[src/rtl/hash_soc_bridge.sv]
// Bus-side bridge for an Ascon hash core: buffers a message in BW-bit words,
// launches the core, then streams the captured digest back one word per read.
module hash_soc_bridge #(
  parameter int BW = 8,
  parameter int Y  = 256,
  parameter int L  = 256
) (
  input  logic                       clk,
  input  logic                       rst,
  input  logic                       reg_inputxSS,
  input  logic [BW-1:0]              messagexSI,
  input  logic                       clearxSI,
  input  logic                       reg_startxSS,
  input  logic                       hash_startxSI,
  input  logic                       reg_outxSS,
  output logic [BW-1:0]              hash_digestxSO,
  output logic                       hash_readyxSO,
  output logic                       busyxSO,
  output logic                       overflowxSO,
  output logic [$clog2(Y/8+1)-1:0]   msg_lenxSO,
  output logic [Y-1:0]               core_messagexSO,
  output logic [$clog2(Y/8+1)-1:0]   core_lenxSO,
  output logic                       core_startxSO,
  input  logic                       core_donexSI,
  input  logic [L-1:0]               core_digestxSI
);

  localparam int LW = $clog2(Y/8+1);
  localparam int NB = BW/8;
  localparam int YB = Y/8;
  localparam int NR = L/BW;
  localparam int RW = $clog2(NR+1);
  localparam logic [LW:0] NB_EXT = (LW+1)'(NB);
  localparam logic [LW:0] YB_EXT = (LW+1)'(YB);

  typedef enum logic [1:0] {
    S_LOAD  = 2'd0,
    S_START = 2'd1,
    S_WAIT  = 2'd2,
    S_OUT   = 2'd3
  } state_t;

  state_t          state_q, state_d;
  logic [Y-1:0]    buf_q, buf_d;
  logic [LW-1:0]   len_q, len_d;
  logic [L-1:0]    dig_q, dig_d;
  logic            ovf_q, ovf_d;
  logic [RW-1:0]   rcnt_q, rcnt_d;

  logic            start_req_s;
  logic            wr_fits_s;
  logic            last_rd_s;

  // Place a bus word at byte offset len, first byte in the word's MSBs.
  function automatic logic [Y-1:0] put_word(input logic [Y-1:0] b,
                                            input logic [LW-1:0] len,
                                            input logic [BW-1:0] w);
    logic [Y-1:0] r;
    r = b;
    for (int i = 0; i < YB; i++) begin
      for (int j = 0; j < NB; j++) begin
        if (i == int'(len) + j) begin
          r[Y-1-8*i -: 8] = w[BW-1-8*j -: 8];
        end else begin
          r[Y-1-8*i -: 8] = r[Y-1-8*i -: 8];
        end
      end
    end
    return r;
  endfunction

  assign start_req_s = reg_startxSS & hash_startxSI;
  assign wr_fits_s   = ({1'b0, len_q} + NB_EXT) <= YB_EXT;
  assign last_rd_s   = (rcnt_q == RW'(NR-1));

  // State register.
  always_ff @(posedge clk or posedge rst) begin
    if (rst) begin
      state_q <= S_LOAD;
    end else begin
      state_q <= state_d;
    end
  end

  // Next-state logic; clear overrides every other input.
  always_comb begin
    state_d = state_q;
    if (clearxSI) begin
      state_d = S_LOAD;
    end else begin
      case (state_q)
        S_LOAD:  state_d = start_req_s ? S_START : S_LOAD;
        S_START: state_d = S_WAIT;
        S_WAIT:  state_d = core_donexSI ? S_OUT : S_WAIT;
        S_OUT:   state_d = (reg_outxSS && last_rd_s) ? S_LOAD : S_OUT;
        default: state_d = S_LOAD;
      endcase
    end
  end

  // Datapath next-state: message buffer, length, digest shifter, overflow.
  always_comb begin
    buf_d  = buf_q;
    len_d  = len_q;
    dig_d  = dig_q;
    ovf_d  = ovf_q;
    rcnt_d = rcnt_q;
    if (clearxSI) begin
      buf_d  = {Y{1'b0}};
      len_d  = {LW{1'b0}};
      dig_d  = {L{1'b0}};
      ovf_d  = 1'b0;
      rcnt_d = {RW{1'b0}};
    end else begin
      case (state_q)
        S_LOAD: begin
          if (reg_inputxSS && wr_fits_s) begin
            buf_d = put_word(buf_q, len_q, messagexSI);
            len_d = len_q + LW'(NB);
          end else if (reg_inputxSS) begin
            ovf_d = 1'b1;
          end else begin
            buf_d = buf_q;
          end
        end
        S_WAIT: begin
          if (core_donexSI) begin
            dig_d  = core_digestxSI;
            rcnt_d = {RW{1'b0}};
          end else begin
            dig_d  = dig_q;
          end
        end
        S_OUT: begin
          if (reg_outxSS && last_rd_s) begin
            dig_d  = {L{1'b0}};
            buf_d  = {Y{1'b0}};
            len_d  = {LW{1'b0}};
            ovf_d  = 1'b0;
            rcnt_d = {RW{1'b0}};
          end else if (reg_outxSS) begin
            dig_d  = dig_q << BW;
            rcnt_d = rcnt_q + RW'(1);
          end else begin
            dig_d  = dig_q;
          end
        end
        default: begin
          buf_d = buf_q;
        end
      endcase
    end
  end

  // Datapath registers.
  always_ff @(posedge clk or posedge rst) begin
    if (rst) begin
      buf_q  <= {Y{1'b0}};
      len_q  <= {LW{1'b0}};
      dig_q  <= {L{1'b0}};
      ovf_q  <= 1'b0;
      rcnt_q <= {RW{1'b0}};
    end else begin
      buf_q  <= buf_d;
      len_q  <= len_d;
      dig_q  <= dig_d;
      ovf_q  <= ovf_d;
      rcnt_q <= rcnt_d;
    end
  end

  // Outputs decoded from registered state only; no input reaches an output.
  always_comb begin
    hash_digestxSO  = (state_q == S_OUT) ? dig_q[L-1 -: BW] : {BW{1'b0}};
    hash_readyxSO   = (state_q == S_OUT);
    busyxSO         = (state_q == S_START) || (state_q == S_WAIT);
    core_startxSO   = (state_q == S_START);
    overflowxSO     = ovf_q;
    msg_lenxSO      = len_q;
    core_lenxSO     = len_q;
    core_messagexSO = buf_q;
  end

endmodule
[config.mk]
export PLATFORM = sky130hd
export DESIGN_NAME = hash_soc_bridge
export DESIGN_NICKNAME = d
export VERILOG_FILES = /design/src/rtl/hash_soc_bridge.sv
export SDC_FILE = /design/constraint.sdc
export NUM_CORES = 1
export LEC_CHECK = 0
export ABC_AREA = 1
export BUFFER_PORTS_ARGS = -buffer_cell sky130_fd_sc_hd__buf_4
export CORE_UTILIZATION = 54
export DETAILED_ROUTE_END_ITERATION = 10
export GPL_TIMING_DRIVEN = 0
export PLACE_DENSITY = 0.8
export SETUP_SLACK_MARGIN = 0.4
export SLEW_MARGIN = 20
export SYNTH_ARGS = -nofsm -noshare
export SYNTH_HDL_FRONTEND = slang
export SYNTH_SLANG_ARGS = --single-unit
export TNS_END_PERCENT = 5
[constraint.sdc]
create_clock -name clk -period 20.9 [get_ports clk]
set_input_delay 4.18 -clock clk [delete_from_list [all_inputs] [get_ports clk]]
set_output_delay 4.18 -clock clk [all_outputs]
set_load 0.1 [all_outputs]
# Word-level counts from Yosys, hierarchy flattened
# Cells that the tools add are included.
# classes
n_addsub	3
order_cmp	1
bitwise	1
mux	61
eq_ne	73
n_reduce_logical	42
# op_table
op	n
256-bit two-way mux	7
256-bit case mux with 2 select lines	2
8-bit two-way mux	33
4-bit AND reduction	33
3-bit != test, second input constant	36
6-bit equality test, first input constant	16
5-bit by 6-bit equality test with 1-bit output, first input constant	8
6-bit two-way mux	7
32-bit logical NOT	1
4-bit by 6-bit equality test with 1-bit output, first input constant	4
6-bit case mux with 2 select lines	2
6-bit by 1-bit adder with 6-bit output, second input constant	2
3-bit by 6-bit equality test with 1-bit output, first input constant	2
2-bit case mux with 4 select lines	1
6-bit by 1-bit adder with 7-bit output, second input constant	1
7-bit by 6-bit <= comparator with 1-bit output, second input constant	1
2-bit by 6-bit equality test with 1-bit output, first input constant	1
6-bit by 5-bit equality test with 1-bit output, second input constant	1
1-bit two-way mux	6
3-bit AND reduction	2
3-bit nonzero test	2
2-bit equality test, second input constant	2
2-bit two-way mux	2
4-bit by 3-bit != test with 1-bit output, second input constant	1
7 further kinds	8
# word_totals
ff_bits	527
word_cells	218
output_inout_bits	280
inputBits	272

# Longest topological paths before layout
# depth
ltp_word	6
depth_mapped	13
depth_no_buf	13

# Worst setup path before layout
# Ideal clock, no wire load.
# synth_path
kind	reg-to-output
from	register state_q[0]
to	output port hash_digestxSO[0]
path_slack_ns	14.524
arrival_ns	2.196
t_required_ns	16.720
n_path_buf	1
stages_incl_launch_ff	5
cell_sequence	dfrtp_1 ha_1 clkbuf_1 nand2_1 inv_1
# synth_via
elab_chain_cells	2
# synth_lines
element	line_no	text
from (decl)	43	state_t state_q, state_d;
from (signal assigned)	81	state_q <= state_d;
2-bit equality test	--	
named net hash_readyxSO	17	output logic hash_readyxSO,
8-bit two-way mux	174	hash_digestxSO = (state_q == S_OUT) ? dig_q[L-1 -: BW] : {BW{1'b0}};
to (decl)	16	output logic [BW-1:0] hash_digestxSO,
# The timed path passes the listed nets, and every way through them passes these cells.

# Final worst setup path
# layout_path
from	register state_q[0]
to	output port hash_digestxSO[0]
# layout_via
elab_chain_cells	2
# layout_lines
element	line_no
2-bit equality test	174
8-bit two-way mux	174
# No other way between the ends.

==> run summary <==
number of H-tree levels - 2
family with the most delay on the worst path - buffers and inverters
CTS Hold Bufs - 0
Final Max Tran Viols - 0
placed cell areas - 28910 um2
mux share of post-synthesis cell area - 0%
Max Clk Rate - 152.2 MHz
filler cell count - 3316
Inserted Clock Buffers - 53
clock net sink count - 527
IO Port Bufs - 550
Arrival @ worst endpoint - 2.39 ns
Leak - 15.62 nW
synth warn - 0
clock root buffer - clkbuf_16
Critical Path Fanout Max - 10
fin crit period - 6.572 ns
initial antenna violation count - 5
Tot Pwr - 0.004386 W
Mapped Cells - 2521
Post-CTS Resized - 0
Clock Latency Late Sink - 0.61 ns
final wirelength - 83900 um
Yosys cell types - 30
Setup WS pre-CTS - 14.62 ns
CTS tree - built
vias in the first global route - 22383
delay of the slowest cell on the worst path - 0.52 ns
crit share post-route - 31.44%
post-synthesis adder-cell area fraction - 0.5235%
Critical-path top delay cell - clkbuf_1
Synth Cell Area - 23900 um2
post-CTS setup buffer count - 0
DP HPWL - 62150 um
unrepaired setup endpoints after global routing - false
fin area - 30670 um2
GRT Overall Usage - 37.12%
vias - 22601
largest net degree at the start of global routing - 108
worst path bufs/invs - 3
simple-gate share of the synthesized area - 23.56%
Post-Synth XOR/XNOR Area - 0.03665%
CP Launch Type - register
Hold Crit Class - register to register
commonest non-fill, non-tap cell in the layout - nand2_1
Critical Path RT - 16.72 ns
number of max-cap violations - 0
first-pass GRT wire length - 127200 um
endpoints failing setup - 0
final worst slack - 14.33 ns
worst clock skew - 0.01372 ns
Rel. slew slack - 35.31%
DR iter-0 viols - 2197
# DRC - 0
Syn Nets - 2803
Layout area overhead - 28.32%
Hold Fails Final Rpt - 0
nets@finish - 3413
routability congestion estimate - 0.9787
Die Width - 212.4 um
critical path, cell by cell - ha_1 -> clkbuf_1 -> nand2_1 -> inv_1 -> buf_4
total gr overflow - 0
Syn Area/Cell - 9.480 um2
#FFs+latches synth - 527
clock tree buffer depth - 3
Die ar. - 45100 um2
row cnt - 76
IO Count - 552
layout cells sized above 1 - 26.85%
main combinational cell family by area after synthesis - simple AND/OR/NAND/NOR gates
Synth Area in Compound Gates - 10.88%
Worst Setup End Kind - primary output
pwr dens - 143.0 nW/um2
critical path type - register to primary output
Max VDD drop - 0.0001551 V
clock transition at the registers of the reported paths - 0.06 ns
sequential-to-total area share from yosys stat - 55.18%
outcome - finished, final reports clean
most frequent cells in the layout - nand2_1, buf_4, dfrtp_1
Final Util - 70.72%
post-route ant nets - 0
Via density - 6.006
Slew @ Worst Pin - 0.9646 ns
die height - 212.4 um
Worst Hold Slack - 0.4723 ns
wire per inst - 22.29 um
core area - 43360 um2
Starting Density - 55.12%
drt pass-1 iters - 6
==> flip-flops by register name (all words and copies together), names as in the netlist <==
| name | count |
|---|---|
| core_messagexSO | 256 |
| rcnt_q | 6 |
| core_lenxSO | 6 |
| overflowxSO | 1 |
| state_q | 2 |
| dig_q | 256 |
==> worst paths after layout <==
kind                                      start                    to  slack [ns]  cells after the start
setup / recovery                     state_q[0]     hash_digestxSO[0]       14.33                      5
hold reg to reg            core_messagexSO[113]  core_messagexSO[113]        0.47                      2
setup reg to reg                     state_q[0]            dig_q[248]       17.92                      8
max in group asynchronous                   rst             dig_q[95]       15.55                      5
hold / removal             core_messagexSO[113]  core_messagexSO[113]        0.47                      2
min in group asynchronous                   rst  core_messagexSO[148]        3.64                      2
==> cells in the mapped netlist, drive strengths merged <==
library cell  number  area share [%]
xnor2              1           0.037
clkbuf            50            0.79
nor2              23            0.38
nand3            303             7.0
nor3b              1           0.031
o221ai           240             8.8
buf              170             4.6
nand4            258             6.8
inv              280             4.4
ha                10            0.52
a221oi             1           0.037
o21ai             35            0.91
a21oi              2           0.042
nand3b             1           0.031
dfrtp            527              55
nand2            592             9.3
o31ai             15            0.79
a311oi             1           0.037
or2                2           0.052
o211ai             9            0.28
==> cell type report <==
| class | count | area (um2) | area share (%) |
|---|---|---|---|
| antenna | 5 | 12.51 | 0.04080 |
| buffer | 220 | 1294 | 4.219 |
| clock buffer | 84 | 1625 | 5.300 |
| clock inverter | 13 | 123.9 | 0.4039 |
| inverter | 280 | 1059 | 3.452 |
| multi-input combinational | 1494 | 8367 | 27.28 |
| sequential | 527 | 13190 | 43.00 |
| tap | 585 | 732.0 | 2.387 |
| timing repair buffer | 555 | 4267 | 13.91 |
==> tightest hold or removal path: cells and delay by family (launching register included) <==
kind	cells	cell delay, ns
flip-flops	1	0.34
AND/OR/NAND/NOR	2	0.10
==> kinds of logic (layout without fill, tap and decap cells) <==
group                      Yosys count  in the layout
buffers and inverters              500           1152
adders and majority gates           10             10
xor gates and xnor gates             1              1
DFF                                527            527
and+or+nand+nor                   1180           1180
AOI/OAI and AO/OA                  303            303
other                                0              5
==> per-layer routing <==
layer / track usage (%) / part of all wire [%] / vias up
li1: - / - / 10071
met2: 61.11 / 48 / 1243
met3: 9.719 / 9.8 / 279
met5: 0 / 0.020 / -
met1: 44.34 / 37 / 11006
met4: 20.64 / 5.8 / 2
==> report_power, final <==
group	switching [W]	internal (W)	total, W
Clock	0.000408	0.000556	0.000964
Sequential	0.000136	0.00123	0.00137
Combinational	0.00165	0.000406	0.00206
==> metrics by stage <==
stage | cells | setup TNS, ns
after detailed placement | 3661 | 0
after global routing | 3761 | 0
after global placement | 3656 | -1419.88
final | 3763 | 0
after CTS | 3758 | 0
after floorplan | 2521 | 0
Note: power is estimated with default switching activity, not from simulation.
